--- src/rtl/bcd_counter_div.sv ---
`default_nettype none
// ============================================================================
//  Module      : bcd_counter_div
//  Description : Two-digit BCD up/down counter, modulo MOD_VAL, advanced once
//                every DIV_CNT enabled clock cycles by a built-in prescaler.
//                Provides synchronous clear and checked parallel load, plus
//                registered one-cycle tick and carry (wrap) pulses.
//  Revision    : 1.0 - initial release
// ============================================================================
module bcd_counter_div #(
    parameter int DIV_CNT = 100_000_000,
    parameter int MOD_VAL = 60
) (
    input  logic       clk,
    input  logic       rst_n,
    input  logic       en,
    input  logic       up,
    input  logic       clr,
    input  logic       load,
    input  logic [3:0] load_tens,
    input  logic [3:0] load_ones,
    output logic [3:0] ones,
    output logic [3:0] tens,
    output logic       tick,
    output logic       carry
);

    // Prescaler width is ceil(log2(DIV_CNT)); guard the degenerate case.
    localparam int              c_presc_w    = (DIV_CNT > 1) ? $clog2(DIV_CNT) : 1;
    localparam logic [c_presc_w-1:0] c_presc_last = c_presc_w'(DIV_CNT - 1);

    // Highest displayable value split into its BCD digits.
    localparam logic [3:0]      c_max_tens   = 4'((MOD_VAL - 1) / 10);
    localparam logic [3:0]      c_max_ones   = 4'((MOD_VAL - 1) % 10);

    logic [c_presc_w-1:0] r_presc;
    logic [3:0]           r_ones;
    logic [3:0]           r_tens;
    logic                 r_tick;
    logic                 r_carry;

    logic                 w_step;
    logic                 w_load_ok;
    logic                 w_wrap;
    logic [3:0]           w_next_ones;
    logic [3:0]           w_next_tens;

    // A count step happens on the enabled cycle where the prescaler is at its last value.
    assign w_step = en && (r_presc == c_presc_last);

    // Load value must be valid BCD and below MOD_VAL, compared digit-wise.
    assign w_load_ok = (load_tens <= 4'd9) && (load_ones <= 4'd9) &&
                       ((load_tens < c_max_tens) ||
                        ((load_tens == c_max_tens) && (load_ones <= c_max_ones)));

    // Next digit values for a step in the current direction, per-digit BCD arithmetic.
    always_comb begin
        w_next_ones = r_ones;
        w_next_tens = r_tens;
        w_wrap      = 1'b0;
        if (up) begin
            if ((r_tens == c_max_tens) && (r_ones == c_max_ones)) begin
                w_next_ones = 4'd0;
                w_next_tens = 4'd0;
                w_wrap      = 1'b1;
            end else if (r_ones == 4'd9) begin
                w_next_ones = 4'd0;
                w_next_tens = r_tens + 4'd1;
            end else begin
                w_next_ones = r_ones + 4'd1;
            end
        end else begin
            if ((r_tens == 4'd0) && (r_ones == 4'd0)) begin
                w_next_ones = c_max_ones;
                w_next_tens = c_max_tens;
                w_wrap      = 1'b1;
            end else if (r_ones == 4'd0) begin
                w_next_ones = 4'd9;
                w_next_tens = r_tens - 4'd1;
            end else begin
                w_next_ones = r_ones - 4'd1;
            end
        end
    end

    // Prescaler: cleared by clr/load, otherwise advances and rolls over while enabled.
    always_ff @(posedge clk or negedge rst_n) begin
        if (!rst_n) begin
            r_presc <= '0;
        end else if (clr || load) begin
            r_presc <= '0;
        end else if (en) begin
            if (w_step) begin
                r_presc <= '0;
            end else begin
                r_presc <= r_presc + 1'b1;
            end
        end
    end

    // Digits: clr beats load beats step; a rejected load falls back to 00.
    always_ff @(posedge clk or negedge rst_n) begin
        if (!rst_n) begin
            r_ones <= 4'd0;
            r_tens <= 4'd0;
        end else if (clr) begin
            r_ones <= 4'd0;
            r_tens <= 4'd0;
        end else if (load) begin
            if (w_load_ok) begin
                r_ones <= load_ones;
                r_tens <= load_tens;
            end else begin
                r_ones <= 4'd0;
                r_tens <= 4'd0;
            end
        end else if (w_step) begin
            r_ones <= w_next_ones;
            r_tens <= w_next_tens;
        end
    end

    // Pulses: one cycle after a step that was not overridden by clr or load.
    always_ff @(posedge clk or negedge rst_n) begin
        if (!rst_n) begin
            r_tick  <= 1'b0;
            r_carry <= 1'b0;
        end else begin
            r_tick  <= w_step && !clr && !load;
            r_carry <= w_step && w_wrap && !clr && !load;
        end
    end

    assign ones  = r_ones;
    assign tens  = r_tens;
    assign tick  = r_tick;
    assign carry = r_carry;

endmodule
`default_nettype wire

--- config.mk ---
export PLATFORM = sky130hd
export DESIGN_NAME = bcd_counter_div
export DESIGN_NICKNAME = d
export VERILOG_FILES = /design/src/rtl/bcd_counter_div.sv
export SDC_FILE = /design/constraint.sdc
export NUM_CORES = 1
export LEC_CHECK = 0
export CAP_MARGIN = 10
export CORE_ASPECT_RATIO = 0.5
export CORE_MARGIN = 2
export CORE_UTILIZATION = 57
export DETAILED_ROUTE_END_ITERATION = 7
export PLACE_DENSITY = 0.86
export SYNTH_ARGS = -nofsm -noshare
export SYNTH_HDL_FRONTEND = slang
export SYNTH_SLANG_ARGS = --single-unit
--- constraint.sdc ---
create_clock -name clk -period 3.4 [get_ports clk]
set_input_delay 0.68 -clock clk [delete_from_list [all_inputs] [get_ports clk]]
set_output_delay 0.68 -clock clk [all_outputs]
set_load 0.01 [all_outputs]
# --- Word-level counts from Yosys, hierarchy flattened ---
# Cells that the tools add are included.
classes:
  mux: 24
  n_div: 0
  n_eq_ne: 5
  n_shift: 0
  add_sub_neg: 5
  n_reduce_logical: 21
  mul: 0
  n_bitwise: 0
  magnitude_cmp: 3
op_table:
  columns: ["operator", "n"]
  rows:
  - ["$mux 27", 3]
  - ["$mux 4", 18]
  - ["$add 27x1->27 const B", 1]
  - ["$eq 27x27->1 const B", 1]
  - ["$logic_and 1x1->1", 11]
  - ["$add 4x1->4 const B", 2]
  - ["$eq 4x3->1 const B", 2]
  - ["$le 4x4->1 const B", 2]
  - ["$logic_not 4->1", 2]
  - ["$sub 4x1->4 const B", 2]
  - ["$ne 5x1->1 const B", 1]
  - ["$reduce_bool 5->1", 1]
  - ["$eq 4x4->1 const B", 1]
  - ["$lt 4x3->1 const B", 1]
  - ["$mux 1", 3]
  - ["$reduce_and 3->1", 1]
  - ["$reduce_bool 3->1", 1]
  - ["$logic_not 1->1", 2]
  - ["$logic_or 1x1->1", 2]
  - ["$reduce_bool 2->1", 1]
totals:
  mem_bits_rw: 0
  ff_bits: 37
  romBits: 0
  n_memories: 0
  output_inout_bits: 10
  latchBits: 0
  inputBits: 14

# --- Longest topological paths before layout ---
# Gate-level depths: netlist of the first run.
logic_depth:
  depth_word: 7
  ltp_mapped: 8

# --- Worst setup path after synthesis of the first run ---
# Ideal clock, no wire load.
synth_path:
  path_type: "reg-to-reg"
  startpoint: "reg r_ones[0] (netlist: ones[0])"
  endpoint: "reg r_tens[3] (netlist: tens[3])"
  required_time_ps: 3323
  path_buffers: 1
  setup_ps: 77
  path_stages_with_launch: 9
  path_slack_ps: 921
  t_arrival_ps: 2401
  synth_period_minus_slack_ps: 2479
  cell_sequence: "dfrtp_1 > inv_1 > ha_1 > or3b_1 > a21oi_1 > or4b_1 > buf_2 > or4_1 > a21oi_1"
synth_between:
  elab_chain_cells: 7
  word_cells_on_any_way: 13
  classes_between: "2 x eq/ne; 6 x mux; 5 x reduce/logical"
synth_lines:
  columns: ["item", "line", "rtl"]
  rows:
  - ["start: declaration", "37", "logic [3:0] r_ones;"]
  - ["start signal: assignment", "111", "r_ones <= load_ones;"]
  - ["start signal: assignment", "118", "r_ones <= w_next_ones;"]
  - ["$eq 4x4->1 or $logic_not 4->1 (tied branches)", null, null]
  - ["$logic_and 1x1->1 (on tied branches)", "62, 73", null]
  - ["$mux 4 (on tied branches)", "62, 73", null]
  - ["$mux 4", "61", "if (up) begin"]
  - ["$mux 4", "117", "end else if (w_step) begin"]
  - ["$mux 4", "109", "end else if (load) begin"]
  - ["$mux 4", "106", "end else if (clr) begin"]
  - ["end signal: assignment", "112", "r_tens <= load_tens;"]
  - ["end signal: assignment", "119", "r_tens <= w_next_tens;"]
  - ["end: declaration", "38", "logic [3:0] r_tens;"]
# Parallel ways exist; a longest one is shown, timed or not. The select of a mux whose other input is x is not followed.
# A chain may end at the register's enable or synchronous reset.

# --- Worst setup path after layout of the first run ---
# Same ends and word-level chain as after synthesis.

==> impl_metrics.csv, run 1 <==
group,metric,value,unit
critical_path,crit_chain,"inv_1, ha_1, or3b_1, a21oi_1, or4b_1, or4_1, a21oi_1",
synth,synthXorXnorAreaFrac,7.878,%
floorplan,die-area,4655,sq um
synth,ys_ff_latch,37,
synth,synthMuxAreaShare,3.537,%
clock_network,path_clk_slew,80,ps
floorplan,die_x,94.51,um
global_routing,antenna_found_initial,0,
critical_path,crit_buf_inv,1,
detailed_routing,drt_first_iter_violations,172,
flow_run,drv_cap,0,
timing,final_hold_viol_count,0,
critical_path,crit_start,"ones[0]$_DFFE_PN0P_",
timing,slew_viol_final,0,
placed_design,port_buffers,23,
clock_network,cts_buffers,5,
synth,ys_top_cells_by_area,"dfrtp_1 (40%), xnor2_1 (5.3%), nor2_1 (5.1%)",
synth,synth-compound-area-share,11.63,%
pwr,leakage,1.052,nW
synth,synth_seq_area_share,39.66,%
floorplan,rows,16,
min_path,hp-class,"reg2reg",
clock_network,post_cts_buffers,0,
synth,synthDistinctLibCells,57,
timing,rsz0062_at_grt,"false",
critical_path,crit_fanout,7,
clock_network,clock_sinks,37,
layout,utilization,68.62,%
layout,finalInstanceArea,2693,sq um
synth,async_flop_share,100.0,%
clock_network,root_buffer,"clkbuf_8",
floorplan,core_area,3924,sq um
synth,yosys_warnings,0,
detailed_routing,drc_errors,0,
clock_network,tritoncts,"yes",
synth,netlist_area,2335,sq um
synth,synth_top_family_by_area,"simple AND/OR/NAND/NOR gates",
synth,synth_simple_gate_area_share,29.47,%
critical_path,worst_path_largest_cell_delay,570,ps
floorplan,die_y,49.26,um
synth,synth_cells,261,
global_routing,grt_max_degree,27,
timing,setup_viol,0,
layout,regArea,925.9,sq um
critical_path,start_kind,"register",
detailed_routing,antenna_left,0,
global_routing,grt_pass1_wl,9225,um
clock_network,clk_latency,290,ps
placed_design,dp_hpwl,3742,um
layout,multiInputGateArea,1326,sq um
detailed_routing,drt_wl_total,5350,um
synth,synth_top_cell_area_share,39.66,%
layout,num-fill-cells,321,
outcome,status,"complete, no violations",
critical_path,crit_path_end_kind,"register",
clock_network,cts-hold-fix-buffers,0,
layout,num-nets-final,306,
placed_design,gp_congestion,0.8621,
timing,fmax,370.4,MHz
layout,area_delta_synth_final,15.33,%
timing,tightest_slew,651.0,ps
detailed_routing,via_count,2069,
global_routing,grt_use_total,25.40,%
pwr,power_density,316.8,nW/um^2
layout,antenna_cells,0,
timing,slew_headroom,56.27,%
synth,synthAdderAreaFrac,4.287,%
floorplan,io_pins,24,
synth,synth-main-ff-cell,"dfrtp_1",
critical_path,crit_top_cell,"a21oi_1",
critical_path,r2r-start,"ones[0]$_DFFE_PN0P_",
global_routing,grt-ovfl-total,0,
critical_path,critical_path_arrival,2920,ps
synth,synth_edf_count,0,
min_path,min_from,"r_presc[22]$_DFFE_PN0P_",
timing,min_period,2700,ps
detailed_routing,viasPerCell,6.121,
detailed_routing,routedWlPerCell,15.83,um
synth,syn_nets,283,
synth,syn_avg_cell_area,8.945,sq um
pwr,irDropWorstVdd,0.1711,mV
detailed_routing,dr.pass1.iters,4,
global_routing,grt_pass1_vias,2044,
layout,layout-drive-gt1-share,7.394,%
synth,synth_top_area_cell,"dfrtp_1",
critical_path,criticalPathCategory,"reg2reg",
timing,finClkSkew,8.668,ps
floorplan,start_util,59.50,%
critical_path,cp.required,3620,ps
timing,setup_tns,0,ps
clock_network,cts_buffer_depth,2,
placed_design,postPlaceCellArea,2606,sq um
timing,fin_crit_sh,79.40,%
critical_path,critPathSlowestCell,"or4b_1",
clock_network,htree_levels,2,
clock_network,cts.repair.resized,0,
critical_path,critPathTopFamily,"simple AND/OR/NAND/NOR gates",
## cells in the mapped netlist (all sizes together), types with 2 or more instances
cell type,number
xor2,7
nand4,6
a21oi,9
mux2,2
nor2,32
nand3b,6
nand2,22
clkbuf,7
nor4b,2
and3,7
nor2b,2
or4b,2
dfrtp,37
or2,3
ha,8
or3b,3
or3,2
or4,2
inv,7
a311oi,2
and4,4
a31oi,3
nor4,4
nand2b,4
buf,4
mux2i,6
o21ai,15
nor3,12
xnor2,14
nand3,11
## kinds of logic after synthesis
| family | Yosys count |
|---|---|
| AOI/OAI and AO/OA | 43 |
| xor gates and xnor gates | 21 |
| adders and majority gates | 8 |
| buffers and inverters | 18 |
| DFF | 37 |
| muxes | 8 |
| and+or+nand+nor | 126 |
## through the flow
step	hold WS (ps)	total power, mW	worst slack, ps	cells
after floorplan	384.4	0.5006	921.3	261
after global placement	508.5	0.5413	484.5	331
after detailed placement	519.1	0.5440	417.9	331
after CTS	529.0	0.8555	709.6	338
after global routing	549.7	0.8844	549.4	338
final	537.9	0.8530	700.3	338
## power by group
| part | internal (mW) | leakage [nW] | switching, mW | total [mW] |
|---|---|---|---|---|
| Clock | 0.161 | 0.0443 | 0.156 | 0.317 |
| Combinational | 0.0391 | 0.493 | 0.0482 | 0.0874 |
| Sequential | 0.443 | 0.515 | 0.00563 | 0.449 |
## final timing paths
check	endpoint	slack [ps]	cells past startpoint
worst max register to register	tens[3]$_DFFE_PN0P_	700	7
worst min-delay path	r_presc[22]$_DFFE_PN0P_	540	1
worst min register to register	r_presc[22]$_DFFE_PN0P_	540	1
min in group asynchronous	r_presc[2]$_DFFE_PN0P_	730	1
max in group asynchronous	r_presc[0]$_DFFE_PN0P_	1930	2
worst max-delay path	tens[3]$_DFFE_PN0P_	700	7
## cell type report
cell class,count,area share [%]
inverter,7,0.9758
tap,54,2.509
clock buffer,7,3.206
timing repair buffer,27,9.665
multi-input combinational,206,49.26
sequential,37,34.39
## layer usage
metal / share of wire (%) / track usage, %
met3: 4.0 / 4.173
met1: 45 / 33.80
met4: 2.0 / 9.179
met5: 0 / 0
met2: 48 / 42.26
## state kept, by name, indices dropped and copies added (netlist names)
register and count:
tick 1, tens 4, carry 1, r_presc 27
ones 4
## cells in the final DEF, fill, tap and decap left out, drive strengths merged, types with 3 or more instances in the layout
master / instances
dfrtp: 37
nor2: 32
clkdlybuf4s50: 23
nand2: 22
o21ai: 15
xnor2: 14
nor3: 12
nand3: 11
a21oi: 9
ha: 8
inv: 7
xor2: 7
and3: 7
clkbuf: 7
nand4: 6
nand3b: 6
mux2i: 6
nand2b: 4
buf: 4
nor4: 4
and4: 4
a31oi: 3
or2: 3
or3b: 3
(Power assumes the default switching activity.)
==> run 2: changes to the inputs <==
--- a/config.mk
+++ b/config.mk
@@ -8,9 +8,9 @@
 export CAP_MARGIN = 10
 export CORE_ASPECT_RATIO = 0.5
 export CORE_MARGIN = 2
-export CORE_UTILIZATION = 57
+export CORE_UTILIZATION = 51
 export DETAILED_ROUTE_END_ITERATION = 7
-export PLACE_DENSITY = 0.86
+export PLACE_DENSITY = 0.82
 export SYNTH_ARGS = -nofsm -noshare
 export SYNTH_HDL_FRONTEND = slang
 export SYNTH_SLANG_ARGS = --single-unit
==> constraint.sdc (replaced) <==
create_clock -name clk -period 2.2 [get_ports clk]
set_input_delay 0.44 -clock clk [delete_from_list [all_inputs] [get_ports clk]]
set_output_delay 0.44 -clock clk [all_outputs]
set_load 0.01 [all_outputs]
==> impl_metrics.csv, run 2 (synthesis gave the netlist of run 1 again) <==
group,metric,value,unit
timing,rsz0062_at_grt,"true",
critical_path,crit_fanout,4,
global_routing,grt_max_degree,38,
timing,fmax,440.5,MHz
global_routing,grt-ovfl-total,0,
min_path,hp-class,"in2async",
pwr,power_density,498.1,nW/um^2
flow_run,drv_cap,0,
pwr,leakage,1.169,nW
placed_design,pre_cts_slack,-371.4,ps
outcome,violations,"setup timing",
critical_path,critPathTopFamily,"simple AND/OR/NAND/NOR gates",
timing,min_period,2270,ps
floorplan,rows,17,
critical_path,critPathSlowestCell,"or4b_4",
placed_design,dp_hpwl,3951,um
layout,final_common_cell,"dfrtp_1",
critical_path,critical_path_arrival,2480,ps
floorplan,core_area,4403,sq um
placed_design,gp_congestion,0.8623,
critical_path,worst_path_largest_cell_delay,480,ps
critical_path,crit_top_cell,"a21oi_2",
layout,num-fill-cells,326,
layout,finalNonFillerCells,361,
critical_path,crit_path_end_kind,"register",
critical_path,cp.required,2410,ps
timing,slew_viol_final,0,
critical_path,crit_buf_inv,1,
clock_network,clk_latency,300,ps
timing,tightest_slew,805.0,ps
critical_path,start_kind,"register",
detailed_routing,antenna_left,0,
detailed_routing,via_count,2098,
clock_network,cts_buffers,5,
placed_design,place_inst,352,
timing,finClkSkew,12.62,ps
clock_network,root_buffer,"clkbuf_8",
detailed_routing,routedWlPerCell,15.05,um
timing,setup_viol,1,
layout,layout-drive-gt1-share,18.42,%
detailed_routing,drt_first_iter_violations,100,
placed_design,port_buffers,23,
critical_path,criticalPathCategory,"reg2reg",
layout,area_delta_synth_final,25.62,%
floorplan,die_y,51.85,um
detailed_routing,viasPerCell,5.812,
global_routing,grt_pass1_vias,1985,
layout,num-nets-final,325,
global_routing,grt_pass1_wl,9363,um
layout,antenna_cells,0,
timing,fin_crit_sh,103.2,%
critical_path,crit_chain,"inv_2, ha_4, or3b_1, a21oi_2, or4b_4, or4_4, a21oi_2",
timing,slew_headroom,46.33,%
floorplan,io_pins,24,
global_routing,grt_use_total,22.89,%
floorplan,die-area,5168,sq um
layout,final_cell_mix,"dfrtp_1 (35), nor2_1 (32), buf_4 (22), nand2_1 (21), clkdlybuf4s50_1 (21)",
timing,final_hold_viol_count,0,
clock_network,cts_buffer_depth,2,
floorplan,die_x,99.69,um
clock_network,htree_levels,2,
detailed_routing,dr.pass1.iters,4,
clock_network,path_clk_slew,80,ps
floorplan,start_util,53.03,%
timing,setup_ws,-70.27,ps
outcome,status,"finished, violations left",
detailed_routing,drc_errors,0,
clock_network,cts-hold-fix-buffers,0,
clock_network,clock_sinks,37,
pwr,irDropWorstVdd,0.2981,mV
detailed_routing,drt_wl_total,5432,um
clock_network,tritoncts,"yes",
global_routing,antenna_found_initial,0,
layout,largest_register_ffs,27,
layout,regMostFlops,"r_presc",
-- run 2: final cells by class --
type	count	area, sq um	area share [%]
clock buffers	6	82.58	2.816
clock inverters	2	37.54	1.280
inverters	7	28.78	0.9812
multi-input cells	206	1371	46.76
flip-flops and latches	37	928.4	31.66
well taps	57	71.32	2.432
repair buffers	46	412.9	14.08
-- run 2: repair_timing --
action,in CTS,in global routing
pin swaps,2,1
setup buffers,1,0
gates resized for setup,5,5
endpoints found under the setup margin,1,9
endpoints found under the hold margin,0,0
-- run 2: worst paths after layout --
path	start	endpoint	slack (ps)	cells after the start
max	ones[1]$_DFFE_PN0P_	tens[3]$_DFFE_PN0P_	-70	7
min	rst_n	r_presc[17]$_DFFE_PN0P_	240	1
max reg2reg	ones[1]$_DFFE_PN0P_	tens[3]$_DFFE_PN0P_	-70	7
min reg2reg	r_presc[22]$_DFFE_PN0P_	r_presc[22]$_DFFE_PN0P_	530	1
max in group asynchronous	rst_n	ones[0]$_DFFE_PN0P_	1410	1
min in group clk	r_presc[22]$_DFFE_PN0P_	r_presc[22]$_DFFE_PN0P_	530	1
-- run 2: power breakdown --
part | switching, mW | internal [mW] | total (mW)
combinational | 0.0836 | 0.0732 | 0.157
sequential | 0.00630 | 0.685 | 0.691
clock | 0.244 | 0.369 | 0.613
-- run 2: routing by layer --
layer | vias to the layer above | share of wire, % | track usage (%)
li1 | 1020 | - | -
met1 | 1017 | 47 | 31.27
met2 | 55 | 48 | 37.95
met3 | 6 | 4.3 | 5.108
met4 | 0 | 0.74 | 5.023
met5 | - | 0 | 0
-- run 2: stage by stage --
stage	setup TNS, ps	util [%]	power (mW)	instance area, sq um	hold WS [ps]
after global placement	-2409	62.92	0.8529	2770	507.0
final	-70.27	66.61	1.461	2933	238.4
after global routing	-327.5	66.61	1.518	2933	287.2
after detailed placement	-3676	62.92	0.8577	2770	526.7
after CTS	-69.50	66.21	1.462	2915	257.9
after floorplan	-84.16	-	0.7762	2359	144.4
